**src/rtl/mult_arbiter_if.sv**
```systemverilog
// Request/result bundle between the requesters, the arbiter and the shared multiplier.
// The slave modport is the arbiter's view; master is the requester/multiplier side.
interface mult_arbiter_if #(
  parameter int unsigned N    = 8,
  parameter int unsigned NREQ = 3,
  parameter int unsigned LAT  = 2
);
  logic [NREQ-1:0]            req_valid;
  logic [NREQ*N-1:0]          req_a;
  logic [NREQ*N-1:0]          req_b;
  logic [NREQ-1:0]            req_ready;
  logic [N-1:0]               mult_a;
  logic [N-1:0]               mult_b;
  logic [2*N-1:0]             mult_result;
  logic [NREQ-1:0]            res_valid;
  logic [2*N-1:0]             res_data;
  logic [$clog2(LAT+1)-1:0]   inflight;

  modport slave (
    input  req_valid, req_a, req_b, mult_result,
    output req_ready, mult_a, mult_b, res_valid, res_data, inflight
  );

  modport master (
    output req_valid, req_a, req_b, mult_result,
    input  req_ready, mult_a, mult_b, res_valid, res_data, inflight
  );
endinterface

```
**src/rtl/mult_arbiter.sv**
```systemverilog
// Shares one pipelined signed multiplier between NREQ requesters and routes products back by tag.
// Define MULT_ARB_FIXED_PRIO_EN for fixed lowest-index priority instead of round-robin.
module mult_arbiter #(
  parameter int unsigned N    = 8,
  parameter int unsigned NREQ = 3,
  parameter int unsigned LAT  = 2
) (
  input logic          clk,
  input logic          rst,
  mult_arbiter_if.slave bus
);
  localparam int unsigned IW = (NREQ > 1) ? $clog2(NREQ) : 1;
  localparam int unsigned CW = $clog2(LAT + 1);

  logic [IW-1:0] gnt_idx;
  logic          gnt_any;
  logic          accept;
  logic          ret;
  logic [LAT-1:0] tag_vld;
  logic [IW-1:0]  tag_idx [LAT];
  logic [CW-1:0]  cnt;

`ifdef MULT_ARB_FIXED_PRIO_EN
  always_comb begin
    gnt_any = 1'b0;
    gnt_idx = '0;
    for (int unsigned k = 0; k < NREQ; k++) begin
      if (!gnt_any && !rst && bus.req_valid[k]) begin
        gnt_any = 1'b1;
        gnt_idx = IW'(k);
      end
    end
  end
`else
  logic [IW-1:0] rr_ptr;

  // Scan starts at rr_ptr and wraps, so the first hit is the round-robin winner.
  always_comb begin
    int unsigned idx;
    gnt_any = 1'b0;
    gnt_idx = '0;
    idx     = 0;
    for (int unsigned k = 0; k < NREQ; k++) begin
      idx = (32'(rr_ptr) + k) % NREQ;
      if (!gnt_any && !rst && bus.req_valid[IW'(idx)]) begin
        gnt_any = 1'b1;
        gnt_idx = IW'(idx);
      end
    end
  end

  always_ff @(posedge clk or posedge rst) begin
    if (rst) begin
      rr_ptr <= '0;
    end else if (accept) begin
      rr_ptr <= (gnt_idx == IW'(NREQ - 1)) ? '0 : gnt_idx + IW'(1);
    end
  end
`endif

  // Grant only goes to a valid requester, so any grant is an accepted transfer.
  assign accept = gnt_any;

  always_comb begin
    bus.req_ready = '0;
    bus.mult_a    = '0;
    bus.mult_b    = '0;
    if (gnt_any) begin
      bus.req_ready[gnt_idx] = 1'b1;
      bus.mult_a = bus.req_a[gnt_idx*N +: N];
      bus.mult_b = bus.req_b[gnt_idx*N +: N];
    end
  end

  always_ff @(posedge clk or posedge rst) begin
    if (rst) begin
      tag_vld <= '0;
      for (int unsigned i = 0; i < LAT; i++) begin
        tag_idx[i] <= '0;
      end
    end else begin
      tag_vld[0] <= accept;
      tag_idx[0] <= gnt_idx;
      for (int unsigned i = 1; i < LAT; i++) begin
        tag_vld[i] <= tag_vld[i-1];
        tag_idx[i] <= tag_idx[i-1];
      end
    end
  end

  assign ret = tag_vld[LAT-1];

  always_comb begin
    bus.res_valid = '0;
    if (ret) begin
      bus.res_valid[tag_idx[LAT-1]] = 1'b1;
    end
  end

  assign bus.res_data = bus.mult_result;

  always_ff @(posedge clk or posedge rst) begin
    if (rst) begin
      cnt <= '0;
    end else begin
      case ({accept, ret})
        2'b10:   cnt <= cnt + CW'(1);
        2'b01:   cnt <= cnt - CW'(1);
        default: cnt <= cnt;
      endcase
    end
  end

  assign bus.inflight = cnt;
endmodule

```
**src/flat_wrapper.sv**
```systemverilog
// flat-port wrapper written by rule: the top's interface ports become plain ports
module mult_arbiter_flat 
#(
  parameter int unsigned N    = 8,
  parameter int unsigned NREQ = 3,
  parameter int unsigned LAT  = 2
)
  (clk, rst, bus_req_valid, bus_req_a, bus_req_b, bus_mult_result, bus_req_ready, bus_mult_a, bus_mult_b, bus_res_valid, bus_res_data, bus_inflight);
  mult_arbiter_if #(.N(N), .NREQ(NREQ), .LAT(LAT)) bus_i ();
  input logic clk;
  input logic rst;
  input wire logic [$bits(bus_i.req_valid)-1:0] bus_req_valid;
  input wire logic [$bits(bus_i.req_a)-1:0] bus_req_a;
  input wire logic [$bits(bus_i.req_b)-1:0] bus_req_b;
  input wire logic [$bits(bus_i.mult_result)-1:0] bus_mult_result;
  output wire logic [$bits(bus_i.req_ready)-1:0] bus_req_ready;
  output wire logic [$bits(bus_i.mult_a)-1:0] bus_mult_a;
  output wire logic [$bits(bus_i.mult_b)-1:0] bus_mult_b;
  output wire logic [$bits(bus_i.res_valid)-1:0] bus_res_valid;
  output wire logic [$bits(bus_i.res_data)-1:0] bus_res_data;
  output wire logic [$bits(bus_i.inflight)-1:0] bus_inflight;
  assign bus_i.req_valid = bus_req_valid;
  assign bus_i.req_a = bus_req_a;
  assign bus_i.req_b = bus_req_b;
  assign bus_i.mult_result = bus_mult_result;
  assign bus_req_ready = bus_i.req_ready;
  assign bus_mult_a = bus_i.mult_a;
  assign bus_mult_b = bus_i.mult_b;
  assign bus_res_valid = bus_i.res_valid;
  assign bus_res_data = bus_i.res_data;
  assign bus_inflight = bus_i.inflight;
  mult_arbiter #(.N(N), .NREQ(NREQ), .LAT(LAT)) u_core (.clk(clk), .rst(rst), .bus(bus_i));
endmodule
```
**config.mk**
```make
export PLATFORM = sky130hd
export DESIGN_NAME = mult_arbiter_flat
export DESIGN_NICKNAME = d
export VERILOG_FILES = /design/src/rtl/mult_arbiter_if.sv /design/src/rtl/mult_arbiter.sv /design/src/flat_wrapper.sv
export SDC_FILE = /design/constraint.sdc
export NUM_CORES = 1
export LEC_CHECK = 0
export CORE_UTILIZATION = 32
export CTS_BUF_LIST = sky130_fd_sc_hd__clkbuf_4
export CTS_CLUSTER_SIZE = 14
export DETAILED_ROUTE_END_ITERATION = 16
export PLACE_DENSITY = 0.88
export SLEW_MARGIN = 20
export SYNTH_ARGS = -nofsm -noshare
export SYNTH_HDL_FRONTEND = slang
export SYNTH_SLANG_ARGS = --single-unit
```
**constraint.sdc**
```tcl
create_clock -name clk -period 4.03 [get_ports clk]
set_clock_uncertainty 0.2 [all_clocks]
set_input_delay 0.403 -clock clk [delete_from_list [all_inputs] [get_ports clk]]
set_output_delay 0.403 -clock clk [all_outputs]
set_load 0.1 [all_outputs]
```
==> results.yml, run 1 <==
timing:
  maxSlewHeadroom_pct: 35.4
  rsz0062_at_grt: "no"
  setup_viol: 0
  timing.fmax_mhz: 269
  hold_viol: 0
  min_period_ps: 3720
  tightest_slew_ps: 967
  slew_viol_final: 0
  fin_ws_ps: 309
  post-route-period-util_pct: 92.3
detailed_routing:
  viasPerCell: 4.88
  drtAntennaViolNets: 0
  wire_per_inst_um: 12.7
  drc: 0
  dr.pass1.iters: 4
  drtIter0Drc: 45
  totalWireLength_um: 2890
  vias: 1113
placement:
  port_buffers: 76
  place_congestion: 0.839
  preCtsSetupSlack_ps: 307
  dp_hpwl_um: 2420
setup_path:
  crit_fanout: 18
  path_class: "in2out"
  cp-start-kind: "input port"
  rrSetupSlack_ps: 1500
  crit_chain: "clkdlybuf4s50_1 > inv_1 > o2111ai_1 > o32a_1 > inv_2 > or4_4 > o21ai_0 > buf_12"
  startpoint: "rst"
  r2r_cells: 8
  r2r_start: "u_core.rr_ptr[0]"
  required_ps: 3430
  critPathCaptureType: "primary output"
  crit_arrival_ps: 3120
  max_stage_delay_ps: 580
  cp-endpoint: "bus_mult_a[1]"
  crit_slowest_cell: "or4_4"
  r2r-end: "u_core.rr_ptr[0]"
global_route:
  antenna_found_initial: 0
  grt_max_degree: 20
  grt_usage_pct: 17.4
  grt-ovfl-total: 0
  grt_pass1_vias: 1113
  grt_pass1_wl_um: 4690
clock_tree:
  postCtsSetupRepairBufs: 0
  cts_buffers: 3
  hold_buffers: 0
  cts.reportedPaths.clkPinSlew_ps: 60
  cts_tree: "yes"
  root_buffer: "clkbuf_4"
  cts_resized: 0
  cts_sinks: 10
  clock_tree.buffer_depth: 2
  worstSkewPairLatency_ps: 260
  cts_max_level: 1
logic_synthesis:
  syn_area_per_cell_um2: 8.34
  synth-seq-cells: 10
  synth_top_flop_cell: "dfrtp_1"
  yosysSeqAreaShare_pct: 23.8
  synth.distinct_cells: 34
  synth_cells: 126
  yosysWarningCount: 0
  synth_edf_count: 0
  syn_nets: 199
  async_flop_share_pct: 100
  synth_area_um2: 1050
final_layout:
  syn_to_final_growth_pct: 75.8
  n_antenna_cell: 0
  fin_nets: 259
  fillers: 270
  final_layout_size_suffix_gt1_share_pct: 20.7
die:
  die-area_um2: 3520
  initial_core_util_pct: 34.1
  die_width_um: 59.3
  ios: 109
  die_y_um: 59.3
  num_rows: 20
  core_um2: 3080
min_path:
  hp-class: "reg2reg"
status:
  status: "finished, final reports clean"
run:
  maxCapViolCount: 0
## cells in the mapped netlist (2+ instances only)
cell	instances	share of area (%)
xnor2_1	2	1.7
buf_6	4	4.3
buf_4	16	11
inv_1	23	8.2
dfrtp_1	10	24
and3b_1	2	1.7
nand2_1	5	1.8
a22oi_1	16	11
o21ai_0	3	1.4
o21ai_1	3	1.4
a21oi_1	5	2.4
o21ai_2	9	7.5
mux2i_1	2	1.9
nand3_1	3	1.4
ha_1	4	4.8
## kinds of logic (layout without fill, tap and decap cells)
kind of cell             count (synthesis)  in the layout  share of synthesized area (%)
AO/OA/AOI/OAI                           42             42                           29.3
XOR/XNOR                                 3              3                           2.50
adder cells (fa/ha/maj)                  4              4                           4.76
buffers and inverters                   46            104                           25.2
flip-flops                              10             10                           23.8
multiplexers                             3              3                           3.33
AND/OR/NAND/NOR                         18             18                           11.1
## state kept, by name, summed over array words and instances, names as in the netlist
signal	flops
u_core.tag_idx	4
u_core.tag_vld	2
u_core.rr_ptr	2
u_core.bus.inflight	2
## routing by layer
metal | wire (um) | vias to the layer above | global-route usage [%]
li1 | - | 534 | -
met1 | 1050 | 513 | 17.3
met2 | 1550 | 62 | 32.7
met3 | 252 | 4 | 6.77
met4 | 34 | 0 | 5.44
met5 | 0 | - | 0
## layout make-up
type | count | area [um2] | area share, %
inverters | 25 | 96.3 | 5.21
multi-input cells | 70 | 536 | 29.0
flip-flops and latches | 10 | 250 | 13.5
repair buffers | 76 | 888 | 48.1
well taps | 44 | 55.1 | 2.98
clock buffers | 3 | 22.5 | 1.22
## critical path: cells and delay by family
family	cells	cell delay (ps)
compound gates	3	880
buf+inv	4	1240
simple gates	1	580
## per-stage QoR
| stage | hold slack, ps | utilization, % | instances | setup TNS, ps | instance area [um2] |
|---|---|---|---|---|---|
| floorplan | 67.7 | - | 126 | -1100 | 1050 |
| global placement | 133 | 59.3 | 225 | 0 | 1830 |
| detailed placement | 135 | 59.3 | 225 | 0 | 1830 |
| CTS | 142 | 60.0 | 228 | 0 | 1850 |
| global route | 154 | 60.0 | 228 | 0 | 1850 |
| finish | 139 | 60.0 | 228 | 0 | 1850 |
## cell usage in the layout (no fill, tap or decap), types with 2 or more instances in the layout
| master | netlist | final |
|---|---|---|
| and3b_1 | 2 | 2 |
| a22oi_1 | 16 | 16 |
| o21ai_2 | 9 | 9 |
| nand3_1 | 3 | 3 |
| ha_1 | 4 | 4 |
| o21ai_1 | 3 | 3 |
| buf_12 | 0 | 14 |
| o21ai_0 | 3 | 3 |
| dfrtp_1 | 10 | 10 |
| xnor2_1 | 2 | 2 |
| buf_4 | 16 | 5 |
| inv_1 | 23 | 23 |
| clkbuf_4 | 0 | 3 |
| nand2_1 | 5 | 5 |
| a21oi_1 | 5 | 5 |
| mux2i_1 | 2 | 2 |
| clkdlybuf4s50_1 | 0 | 57 |
## worst min-delay path by stage
stage                            from                     end  cells past startpoint
floorplan                         rst  u_core.bus.inflight[0]                      1
global placement    u_core.tag_idx[3]       u_core.tag_idx[1]                      0
detailed placement  u_core.tag_idx[3]       u_core.tag_idx[1]                      0
CTS                 u_core.tag_idx[3]       u_core.tag_idx[1]                      0
global route        u_core.tag_idx[3]       u_core.tag_idx[1]                      0
finish              u_core.tag_idx[3]       u_core.tag_idx[1]                      0
Power of run 1 is left out: the tool's default activity adds up to more than one toggle a clock period on the data nets, which glitch-free logic cannot reach.
==> run 2, diff against run 1 <==
--- a/config.mk
+++ b/config.mk
@@ -5,6 +5,7 @@
 export SDC_FILE = /design/constraint.sdc
 export NUM_CORES = 1
 export LEC_CHECK = 0
+export CORE_MARGIN = 8
 export CORE_UTILIZATION = 32
 export CTS_BUF_LIST = sky130_fd_sc_hd__clkbuf_4
 export CTS_CLUSTER_SIZE = 14
==> run 2 against run 1 <==
Compared with the run above: count of clock-buffer cells in the layout unchanged; setup slack gained 64 ps; via count is 0.81% lower; register-to-register slack worse by 50 ps; highest routed layer unchanged.
==> results.yml, run 2 (synthesis results as in run 1) <==
pwr:
  p_sw_w: 0.00123
  clock_power_share_pct: 3.6
  irDropWorstVdd_uv: 803
  p_total_w: 0.00195
  power_density_nw_per_um2: 1050
  pwr-share-seq_pct: 8.8
  switching_share_pct: 62.8
  cellLeakagePower_nw: 0.842
  p_int_w: 0.000728
  comb_power_share_pct: 87.7
clock_tree:
  hold_buffers: 0
  cts_tree: "yes"
  cts.reportedPaths.clkPinSlew_ps: 60
  root_buffer: "clkbuf_4"
  worstSkewPairLatency_ps: 260
  postCtsSetupRepairBufs: 0
  cts_sinks: 10
  cts_resized: 0
  cts_max_level: 1
  clock_tree.buffer_depth: 2
  cts_buffers: 3
final_layout:
  layout_common_cells: "57 x clkdlybuf4s50_1, 23 x inv_1, 16 x a22oi_1"
  fillers: 301
  n_antenna_cell: 0
  final_layout_size_suffix_gt1_share_pct: 20.5
  syn_to_final_growth_pct: 76.4
  top_register: "u_core.tag_idx"
  final_common_cell: "clkdlybuf4s50_1"
  largest_reg_flops: 4
  fin_nets: 259
die:
  num_rows: 21
  initial_core_util_pct: 32.5
  die-area_um2: 5370
  die_y_um: 73.3
  ios: 109
  core_um2: 3230
  die_width_um: 73.3
global_route:
  grt_pass1_wl_um: 5610
  antenna_found_initial: 0
  grt_usage_pct: 13.2
  grt_pass1_vias: 1221
  grt_max_degree: 20
  grt-ovfl-total: 0
placement:
  dp_hpwl_um: 2900
  port_buffers: 76
  preCtsSetupSlack_ps: 376
  place_congestion: 0.785
detailed_routing:
  wire_per_inst_um: 14.7
  dr.pass1.iters: 4
  totalWireLength_um: 3390
  drtIter0Drc: 51
  drc: 0
  viasPerCell: 4.78
  drtAntennaViolNets: 0
  vias: 1104
timing:
  hold_viol: 0
  timing.fmax_mhz: 273
  post-route-period-util_pct: 90.8
  timing.hold.ws_ps: 149
  min_period_ps: 3660
  tightest_slew_ps: 972
  maxSlewHeadroom_pct: 35.0
  slew_viol_final: 0
  setup_viol: 0
  fin_ws_ps: 372
  rsz0062_at_grt: "no"
min_path:
  hp-class: "reg2reg"
setup_path:
  critPathCaptureType: "primary output"
  cp-start-kind: "input port"
  path_class: "in2out"
  crit_arrival_ps: 3050
  required_ps: 3430
  crit_fanout: 18
run:
  maxCapViolCount: 0
status:
  status: "finished, final reports clean"
==> run 2: changes by cell type in the layout (fill, tap and decap cells not counted), sizes merged <==
cell	delta
clkinv	+1
==> run 2: worst max-delay path, cell delays in order <==
cell	delay, ps
clkdlybuf4s50_1	580
inv_1	260
o2111ai_1	190
o32a_1	270
inv_2	170
or4_4	580
o21ai_0	360
buf_12	230
==> run 2: cell type report <==
cell class | count | area, um2 | area share, %
clock buffer | 3 | 22.5 | 1.21
clock inverter | 1 | 3.75 | 0.202
inverter | 25 | 96.3 | 5.20
multi-input combinational | 70 | 536 | 28.9
sequential | 10 | 250 | 13.5
tap | 46 | 57.6 | 3.10
timing repair buffer | 76 | 888 | 47.9
==> run 2: per-layer routing <==
layer / up-vias / GRT usage (%) / part of all wire, %
li1: 538 / - / -
met1: 512 / 12.7 / 34
met2: 49 / 24.0 / 54
met3: 5 / 6.28 / 12
met4: 0 / 3.99 / 1.0
met5: - / 0 / 0
==> run 2: final timing paths <==
| kind | from | endpoint | slack, ps | cells after the start |
|---|---|---|---|---|
| worst max-delay path | rst | bus_mult_b[7] | 370 | 8 |
| worst min-delay path | u_core.tag_idx[3] | u_core.tag_idx[1] | 150 | 0 |
| worst max register to register | u_core.rr_ptr[0] | u_core.bus.inflight[1] | 1450 | 9 |
| worst min register to register | u_core.tag_idx[3] | u_core.tag_idx[1] | 150 | 0 |
| max in group asynchronous | rst | u_core.tag_vld[1] | 2930 | 2 |
| min in group asynchronous | rst | u_core.rr_ptr[1] | 400 | 2 |
==> run 2: metrics by stage <==
step	std cells	utilization, %	area [um2]	setup TNS, ps
3_5_place_dp	227	56.6	1830	0
5_1_grt	231	57.4	1850	0
4_1_cts	231	57.4	1850	0
3_3_place_gp	227	56.6	1830	0
2_1_floorplan	126	-	1050	-1100
6_report	231	57.4	1850	0
==> run 2: power by group through the flow <==
stage | Combinational, W | Sequential, W | Clock, W
final | 0.00171 | 0.000172 | 0.0000695
after detailed placement | 0.00172 | 0.000175 | 0
after global routing | 0.00179 | 0.000178 | 0.0000769
after global placement | 0.00171 | 0.000171 | 0
after CTS | 0.00173 | 0.000173 | 0.0000729
after floorplan | 0.00122 | 0.000242 | 0
Note: power is estimated with default switching activity, not from simulation.
==> RTL change: new RTL, config.mk and constraints of run 1 <==
Add a define of `MULT_ARB_FIXED_PRIO_EN`.
--- a/src/rtl/mult_arbiter.sv
+++ b/src/rtl/mult_arbiter.sv
@@ -1,4 +1,6 @@
 // Shares one pipelined signed multiplier between NREQ requesters and routes products back by tag.
 // Define MULT_ARB_FIXED_PRIO_EN for fixed lowest-index priority instead of round-robin.
+`define MULT_ARB_FIXED_PRIO_EN
+
 module mult_arbiter #(
   parameter int unsigned N    = 8,
Behaviour: not the same (a bounded check fails within 4 cycles, from zero or initial values and one cycle with rst high).
==> RTL change against run 1 <==
Sequential cell count is 2 lower. Synthesized area is 24% lower. Cell area is 17% lower. Synthesized cell count is 18% lower. Critical endpoint is now bus_mult_b[7]. Setup slack better by 0.58 ns. Routed wire length is 5.7% lower. Register-to-register slack better by 1.2 ns. Non-clock buffer count is 1 higher. Count of clock-buffer cells in the layout stayed put. Sequential share of layout area is 0.42 points lower.
Power is left out: it rests on default switching activity, and per cell area and clock period it moved more than threefold.
==> RTL change: results (changes against run 1) <==
[clock_network]
cts_buffers = 3  ; unchanged
cts_resized = 0  ; unchanged
clk_pin_slew_ns = 0.05
cts.path.max_buffers = 2  ; unchanged
insertion_delay_ns = 0.25
post_cts_buffers = 0  ; unchanged
cts-root-buf = clkbuf_4  ; unchanged
htree_levels = 1  ; unchanged

[yosys]
ys_seq_area_share_pct = 24.9  ; was 23.8%
synthTopCellsByCount = buf_4, nor2b_1, a221oi_1, nor3_1, dfrtp_1  ; was inv_1, a22oi_1, buf_4
yosys_most_used_dff = dfrtp_1  ; unchanged
syn_nets = 173  ; was 199
synth_cell_type_count = 22  ; was 34
yosys_warnings = 0  ; unchanged
ys_top_cells_by_area = dfrtp_1, buf_4, a221oi_1  ; was dfrtp_1, a22oi_1, buf_4
async_flop_share_pct = 100  ; unchanged

[setup_path]
rr_startpoint = u_core.tag_vld[1]  ; was u_core.rr_ptr[0]
crit_arrival_ns = 2.54  ; was 3.12 ns
crit_path_max_fanout = 15  ; was 18
crit_start = rst  ; unchanged

[hold_path]
hold_start = u_core.tag_idx[2]  ; was u_core.tag_idx[3]
worstHoldPathType = reg -> reg  ; unchanged

[global_routing]
antenna_found_initial = 0  ; unchanged
track_usage_pct = 20.2  ; was 17.4%
grt_pass1_vias = 960  ; was 1,113
grt_pass1_wl_um = 4020  ; was 4690 µm
grt_max_degree = 27  ; was 20
gr-total-overflow = 0  ; unchanged

[layout]
num-nets-final = 232  ; was 259
fillCellCount = 194  ; was 270
top_register = u_core.tag_idx  ; unchanged
drive_gt1_share_pct = 19.4  ; was 20.7%
largest_reg_flops = 4  ; unchanged

[routing]
wl_per_cell_um = 14.5  ; was 12.7 µm
vias = 977  ; was 1,113
drc = 0  ; unchanged
first_iter_violations = 17  ; was 45
drt_pass1_iterations = 4  ; unchanged

[run_status]
outcome = finished, final reports clean  ; unchanged

[timing]
setup_violations = 0  ; unchanged
worst_slew_pin_slew_ns = 0.972  ; was 0.967 ns

[placed_design]
dp_hpwl_um = 2300  ; was 2420 µm
gp_congestion = 0.874  ; was 0.839
io_buffers = 76  ; unchanged

## RTL change: cell types whose count changed in the layout (fill, tap and decap cells not counted), moves of 9 or more
cell and delta:
buf_4 +10, nor2b_1 +12, buf_12 -9, nor3_1 +11
a22oi_1 -16, o21ai_2 -9, inv_1 -19, a221oi_1 +11
## RTL change: cell families after synthesis
family / count (synthesis) / synth area share, %
AND/OR/NAND/NOR: 40 / 27.6
flip-flops: 8 / 24.9
AO/OA/AOI/OAI: 22 / 20.7
XOR/XNOR: 3 / 3.27
buffers and inverters: 29 / 22.0
adder cells (fa/ha/maj): 1 / 1.56
## RTL change: path summary, 6_finish.rpt
path | end | slack [ns] | cells past startpoint
max | bus_mult_b[7] | 0.89 | 6
max in group asynchronous | u_core.tag_idx[2] | 2.78 | 2
min | u_core.tag_idx[0] | 0.16 | 0
max reg2reg | u_core.bus.inflight[1] | 2.73 | 3
min in group asynchronous | u_core.tag_idx[1] | 0.60 | 2
min reg2reg | u_core.tag_idx[0] | 0.16 | 0
## RTL change: stage by stage
stage | setup slack, ns | cell area [µm²] | hold slack [ns] | instances
finish | 0.890 | 1530 | 0.157 | 188
global route | 0.728 | 1530 | 0.163 | 188
CTS | 0.877 | 1520 | 0.160 | 188
detailed placement | 0.874 | 1500 | 0.144 | 185
global placement | 0.932 | 1500 | 0.135 | 185
floorplan | 0.397 | 828 | 0.0267 | 103
## RTL change: final cells by class
class	instances	area share (%)
tap	28	2.30
sequential	8	13.1
clock buffer	3	1.48
timing repair buffer	77	51.4
inverter	6	1.80
multi-input combinational	66	29.9
## RTL change: layer usage
| layer | part of all wire (%) | global-route usage [%] | vias up | routed length [µm] |
|---|---|---|---|---|
| met3 | 11 | 8.77 | 2 | 289 |
| met4 | 0.84 | 9.01 | 0 | 23 |
| met5 | 0 | 0 | - | 0 |
| li1 | - | - | 463 | - |
| met2 | 54 | 37.8 | 65 | 1490 |
| met1 | 34 | 18.6 | 447 | 926 |
## RTL change: worst max-delay path, stage by stage
cell and delay [ns]:
clkdlybuf4s50_1 0.65, or4b_1 0.78, clkinv_4 0.13, a21oi_1 0.05, a211oi_2 0.30, buf_12 0.21
